## src/rtl/onn_sequencer.sv

```systemverilog
// Network-level sequencer for the oscillatory neural network: loads the initial
// phase pattern, produces per-period full_tick/state_cheak strobes, gates phase
// updates with drop outside the run window and detects convergence or timeout.
module onn_sequencer #(
  parameter int unsigned N              = 4,
  parameter int unsigned PERIOD         = 16,
  parameter int unsigned STABLE_PERIODS = 3,
  parameter int unsigned MAX_PERIODS    = 64
) (
  input  logic           i_sclk,
  input  logic           i_re_n,
  input  logic           i_start,
  input  logic           i_abort,
  input  logic [4*N-1:0] i_pattern_in,
  input  logic [N-1:0]   i_state_changed,
  output logic           o_load,
  output logic [4*N-1:0] o_ini_phase,
  output logic           o_full_tick,
  output logic           o_state_cheak,
  output logic           o_drop,
  output logic           o_busy,
  output logic           o_done,
  output logic           o_converged,
  output logic           o_timeout,
  output logic [7:0]     o_period_cnt
);

  localparam int unsigned TW = (PERIOD > 1) ? $clog2(PERIOD) : 1;
  localparam logic [TW-1:0] TickLast  = TW'(PERIOD - 1);
  // full_tick is registered, so it is armed one tick early
  localparam logic [TW-1:0] TickPre   = TW'(PERIOD - 2);
  localparam logic [7:0]    StableTgt = 8'(STABLE_PERIODS);
  localparam logic [7:0]    MaxTgt    = 8'(MAX_PERIODS);

  typedef enum logic [2:0] {
    StIdle, StLoad, StRun, StChk, StSample, StDone
  } state_e;

  state_e         r_state;
  logic [1:0]     r_rst_sync;
  logic           w_rst_n;
  logic           r_start;
  logic [4*N-1:0] r_pattern;
  logic           r_load_cnt;
  logic [TW-1:0]  r_tick;
  logic [7:0]     r_stable;
  logic           w_any;
  logic [7:0]     w_stable_next;
  logic           w_launch_ok;

  // Asynchronous assertion, synchronised deassertion of the internal reset
  always_ff @(posedge i_sclk or negedge i_re_n) begin
    if (!i_re_n) begin
      r_rst_sync <= 2'b00;
    end else begin
      r_rst_sync <= {r_rst_sync[0], 1'b1};
    end
  end

  assign w_rst_n       = r_rst_sync[1];
  assign w_launch_ok   = (r_state == StIdle) || (r_state == StDone);
  assign w_any         = |i_state_changed;
  assign w_stable_next = w_any ? 8'd0 : (r_stable + 8'd1);

  // Capture a start request; abort in the same cycle cancels it
  always_ff @(posedge i_sclk or negedge w_rst_n) begin
    if (!w_rst_n) begin
      r_start   <= 1'b0;
      r_pattern <= '0;
    end else begin
      r_start <= i_start & ~i_abort & w_launch_ok;
      if (i_start && !i_abort && w_launch_ok) begin
        r_pattern <= i_pattern_in;
      end
    end
  end

  // Sequencer FSM with registered outputs
  always_ff @(posedge i_sclk or negedge w_rst_n) begin
    if (!w_rst_n) begin
      r_state       <= StIdle;
      r_load_cnt    <= 1'b0;
      r_tick        <= '0;
      r_stable      <= 8'd0;
      o_load        <= 1'b0;
      o_ini_phase   <= '0;
      o_full_tick   <= 1'b0;
      o_state_cheak <= 1'b0;
      o_drop        <= 1'b1;
      o_busy        <= 1'b0;
      o_done        <= 1'b0;
      o_converged   <= 1'b0;
      o_timeout     <= 1'b0;
      o_period_cnt  <= 8'd0;
    end else if (i_abort) begin
      r_state       <= StIdle;
      r_load_cnt    <= 1'b0;
      r_tick        <= '0;
      r_stable      <= 8'd0;
      o_load        <= 1'b0;
      o_full_tick   <= 1'b0;
      o_state_cheak <= 1'b0;
      o_drop        <= 1'b1;
      o_busy        <= 1'b0;
      o_done        <= 1'b0;
      o_converged   <= 1'b0;
      o_timeout     <= 1'b0;
      o_period_cnt  <= 8'd0;
    end else begin
      case (r_state)
        StIdle, StDone: begin
          if (r_start) begin
            r_state      <= StLoad;
            r_load_cnt   <= 1'b0;
            r_tick       <= '0;
            r_stable     <= 8'd0;
            o_ini_phase  <= r_pattern;
            o_period_cnt <= 8'd0;
            o_converged  <= 1'b0;
            o_timeout    <= 1'b0;
            o_done       <= 1'b0;
            o_load       <= 1'b1;
            o_busy       <= 1'b1;
            o_drop       <= 1'b1;
          end
        end
        StLoad: begin
          if (r_load_cnt) begin
            r_state <= StRun;
            r_tick  <= '0;
            o_load  <= 1'b0;
            o_drop  <= 1'b0;
          end else begin
            r_load_cnt <= 1'b1;
          end
        end
        StRun: begin
          o_full_tick <= (r_tick == TickPre);
          if (r_tick == TickLast) begin
            r_tick        <= '0;
            o_period_cnt  <= o_period_cnt + 8'd1;
            o_state_cheak <= 1'b1;
            r_state       <= StChk;
          end else begin
            r_tick <= r_tick + 1'b1;
          end
        end
        StChk: begin
          // Tick keeps running so each period stays exactly PERIOD cycles
          r_tick        <= r_tick + 1'b1;
          o_state_cheak <= 1'b0;
          r_state       <= StSample;
        end
        StSample: begin
          r_tick   <= r_tick + 1'b1;
          r_stable <= w_stable_next;
          if (w_stable_next == StableTgt) begin
            o_converged <= 1'b1;
            o_done      <= 1'b1;
            o_busy      <= 1'b0;
            o_drop      <= 1'b1;
            r_state     <= StDone;
          end else if (o_period_cnt == MaxTgt) begin
            o_timeout <= 1'b1;
            o_done    <= 1'b1;
            o_busy    <= 1'b0;
            o_drop    <= 1'b1;
            r_state   <= StDone;
          end else begin
            r_state <= StRun;
          end
        end
        default: begin
          r_state <= StIdle;
          o_drop  <= 1'b1;
          o_busy  <= 1'b0;
        end
      endcase
    end
  end

endmodule

```

## config.mk

```make
export PLATFORM = sky130hd
export DESIGN_NAME = onn_sequencer
export DESIGN_NICKNAME = d
export VERILOG_FILES = /design/src/rtl/onn_sequencer.sv
export SDC_FILE = /design/constraint.sdc
export NUM_CORES = 1
export LEC_CHECK = 0
export BUFFER_PORTS_ARGS = -buffer_cell sky130_fd_sc_hd__buf_2
export CELL_PAD_IN_SITES_DETAIL_PLACEMENT = 1
export CELL_PAD_IN_SITES_GLOBAL_PLACEMENT = 2
export CORE_ASPECT_RATIO = 1.4
export CORE_UTILIZATION = 26
export DETAILED_ROUTE_END_ITERATION = 6
export HOLD_SLACK_MARGIN = 0.08
export PLACE_DENSITY_LB_ADDON = 0.1
export SYNTH_ARGS = -nofsm -noshare
export SYNTH_HDL_FRONTEND = slang
export SYNTH_SLANG_ARGS = --single-unit
```

## constraint.sdc

```tcl
create_clock -name i_sclk -period 2.45 [get_ports i_sclk]
set_input_delay 0.3675 -clock i_sclk [delete_from_list [all_inputs] [get_ports i_sclk]]
set_output_delay 0.3675 -clock i_sclk [all_outputs]
set_load 0.02 [all_outputs]
```

==> flow_summary.ini <==
[pwr]
p_leak_uw = 0.001893
power.share.combinational_pct = 25.1
ir_drop_v = 0.0004269
intPower_uw = 2708
p_sw_uw = 1264
switching_share_pct = 31.83
clock_power_share_pct = 34.0
power_density_nw_per_um2 = 1004
seqPwrFrac_pct = 40.8

[worst_hold_path]
hold_depth = 3
min_to = r_pattern[6]
hold_start = i_pattern_in[6]
min-delay-path-class = in2reg

[floorplanning]
start_util_pct = 26.61
ios = 56
core_um2 = 11820
dieArea_um2 = 12550
rows = 47
die_width_um = 94.96
fp.dieH_um = 132.1

[drt]
wl_met2_um = 4505
drtPass1Iterations = 4
dr_wl_met3_um = 288
drt_drc_violations_left = 0
drt-initial-drc-count = 60
top_layer = met4
wl_met1_um = 3397
ant_nets = 0
drt_wl_total_um = 8316
vias = 2579
wl_per_cell_um = 15.43
via_per_inst = 4.785

[timing]
rsz0062_at_grt = no
max_slew.worst_pin.slew_ns = 0.5343
setup_viol = 0
fin_skew_ns = 0.007859
tns_ns = 0
drv_slew = 0
hold_violations = 0
period_needed_ns = 2.149
fmax_mhz = 465.3
setup_ws_ns = 0.3010
relSlewSlack_pct = 64.16
final.period_utilization_pct = 87.72

[grt]
antenna_found_initial = 0
grt_usage_pct = 14.94
grt_pass1_vias = 2848
grt-ovfl-total = 0
grt_max_degree = 47
grt_pass1_wl_um = 14340

[cts]
clockBufferDepth = 2
cts_tree = yes
cts_root_buffer = clkbuf_16
cts_sinks = 67
cts_buffers = 9
clock_latency_ns = 0.33
clkTransAtPathRegs_ns = 0.05
htreeDepth = 3
post_cts_buffers = 0

[yosys]
synthesis.nets = 351
syn_inst = 322
ys_ff_latch = 67
ys_types = 47
postSynth.asyncResetShare_pct = 100.0
seq_area_frac_synth_pct = 53.34
yosysWarnings = 0
synth_area_um2 = 3146
synthTopCellsByArea = dfrtp_1 53%, nand2_1 8.1%, mux2_2 5.7%, o21ai_0 4.1%, nor2_1 3.6%
synth_top_area_share_pct = 52.51
syn_area_per_cell_um2 = 9.769
synth_enable_flop_cells = 0
synth_ff_type = dfrtp_1
yosys.area.top_type = dfrtp_1

[worst_setup_path]
worstSetupPathType = reg2reg
crit_fanout = 7
crit_start = r_stable[0]
required_ns = 2.66
r2r-start = r_stable[0]
r2r-end = o_timeout
worstSetupStartpointType = register
rrSetupSlack_ns = 0.30
rr_worst_depth = 7
arrival_ns = 2.36
endpoint_kind = register

[cells_and_area]
final-seq-area_um2 = 1679
nets = 416
design_area_um2 = 3955
synthToLayoutAreaGrowth_pct = 25.74
final_layout_size_suffix_gt1_share_pct = 25.51
fill_cells = 1377
multi_input_area_um2 = 1386
final_common_cell = nand2_1
layout_common_cells = 68 x nand2_1, 65 x dfrtp_1, 55 x buf_2
n_antenna_cell = 0
instances_no_fill = 539

[placement]
place_inst = 522
place_ws_ns = 0.2877
port_buffers = 55
place_area_um2 = 3635
gp_congestion = 0.7310
dp_hpwl_um = 5877

[flow_run]
maxCapViolations = 0

[run_status]
outcome = complete, no violations
[worst max-delay path, cell delays in order, from the launching register on]
cell	delay [ns]
dfrtp_1	0.44
ha_1	0.31
and3_1	0.25
and2_1	0.18
a31oi_1	0.31
nor2_1	0.08
or3_1	0.33
mux2i_1	0.12
[worst max path at each step]
stage,endpoint,slack [ns],cells past startpoint
floorplan,o_busy,0.45,0
global placement,o_timeout,0.35,7
detailed placement,r_state[1],0.29,7
CTS,r_state[1],0.26,7
global route,r_state[1],0.03,7
finish,o_timeout,0.30,7
[cell type report]
class / count / share of cell area [%]
flip-flops and latches: 67 / 42.45
multi-input cells: 235 / 35.05
repair buffers: 64 / 9.048
well taps: 147 / 4.650
clock inverters: 5 / 1.961
inverters: 10 / 0.9491
clock buffers: 11 / 5.884
[synthesized netlist by cell type, types with 2 or more instances]
library cell,instances
nand3_1,13
nor4b_1,2
and3_1,2
a21o_1,2
and2_1,2
mux2i_1,2
a21oi_1,8
nor2_1,30
o21ai_0,26
ha_1,5
clkbuf_1,5
or3_1,3
nand4_1,5
o21a_1,2
dfrtp_1,66
inv_1,9
a22oi_1,2
nand2_1,68
xor2_1,6
o41ai_1,2
a221oi_1,2
o31ai_1,2
nand2b_1,5
mux2_2,16
a2bb2oi_1,2
nor3_1,3
o21ai_1,2
nor2b_1,7
buf_2,5
[per-stage QoR]
step	hold slack, ns	total power (uW)	util, %
floorplan	0.07191	2280	-
detailed placement	0.1549	2664	30.75
CTS	0.2161	4056	33.46
global placement	0.1539	2645	30.75
global route	0.2285	4241	33.46
finish	0.2297	3972	33.46
[metal layers]
layer / vias to the layer above / global-route usage [%]
met3: 11 / 3.230
met1: 1294 / 16.84
met4: 0 / 5.976
met5: - / 0
met2: 41 / 26.66
li1: 1233 / -
[power by group through the flow]
| stage | Combinational [uW] | Sequential (uW) | Clock [uW] |
|---|---|---|---|
| final | 999 | 1620 | 1350 |
| after global routing | 1130 | 1670 | 1450 |
| after CTS | 1020 | 1630 | 1400 |
| after detailed placement | 1020 | 1650 | 0 |
| after global placement | 1010 | 1630 | 0 |
| after floorplan | 514 | 1770 | 0 |
[registers in the layout, summed over array words and instances, names as in the netlist]
signal and cells:
o_ini_phase 16, r_pattern 16, o_period_cnt 8, r_stable 8, r_tick 4, r_state 3, r_rst_sync 2, o_busy 1
o_converged 1, o_done 1, o_drop 1, o_full_tick 1, o_load 1, o_state_cheak 1, o_timeout 1, r_load_cnt 1
r_start 1
[kinds of logic (layout without fill, tap and decap cells)]
logic type | after synthesis | count (layout) | synth area share [%]
xor+xnor | 7 | 7 | 2.188
simple gates | 146 | 146 | 21.56
compound gates | 57 | 57 | 11.38
mux | 19 | 19 | 6.841
buf+inv | 20 | 90 | 2.585
flops | 67 | 67 | 53.34
other cells | 1 | 1 | 0.1192
fa+ha+maj | 5 | 5 | 1.989
[repair_timing]
item,in CTS,in global routing
gates resized for setup,0,0
hold buffers,1,0
hold endpoints to repair,2,0
(Power assumes the default switching activity.)
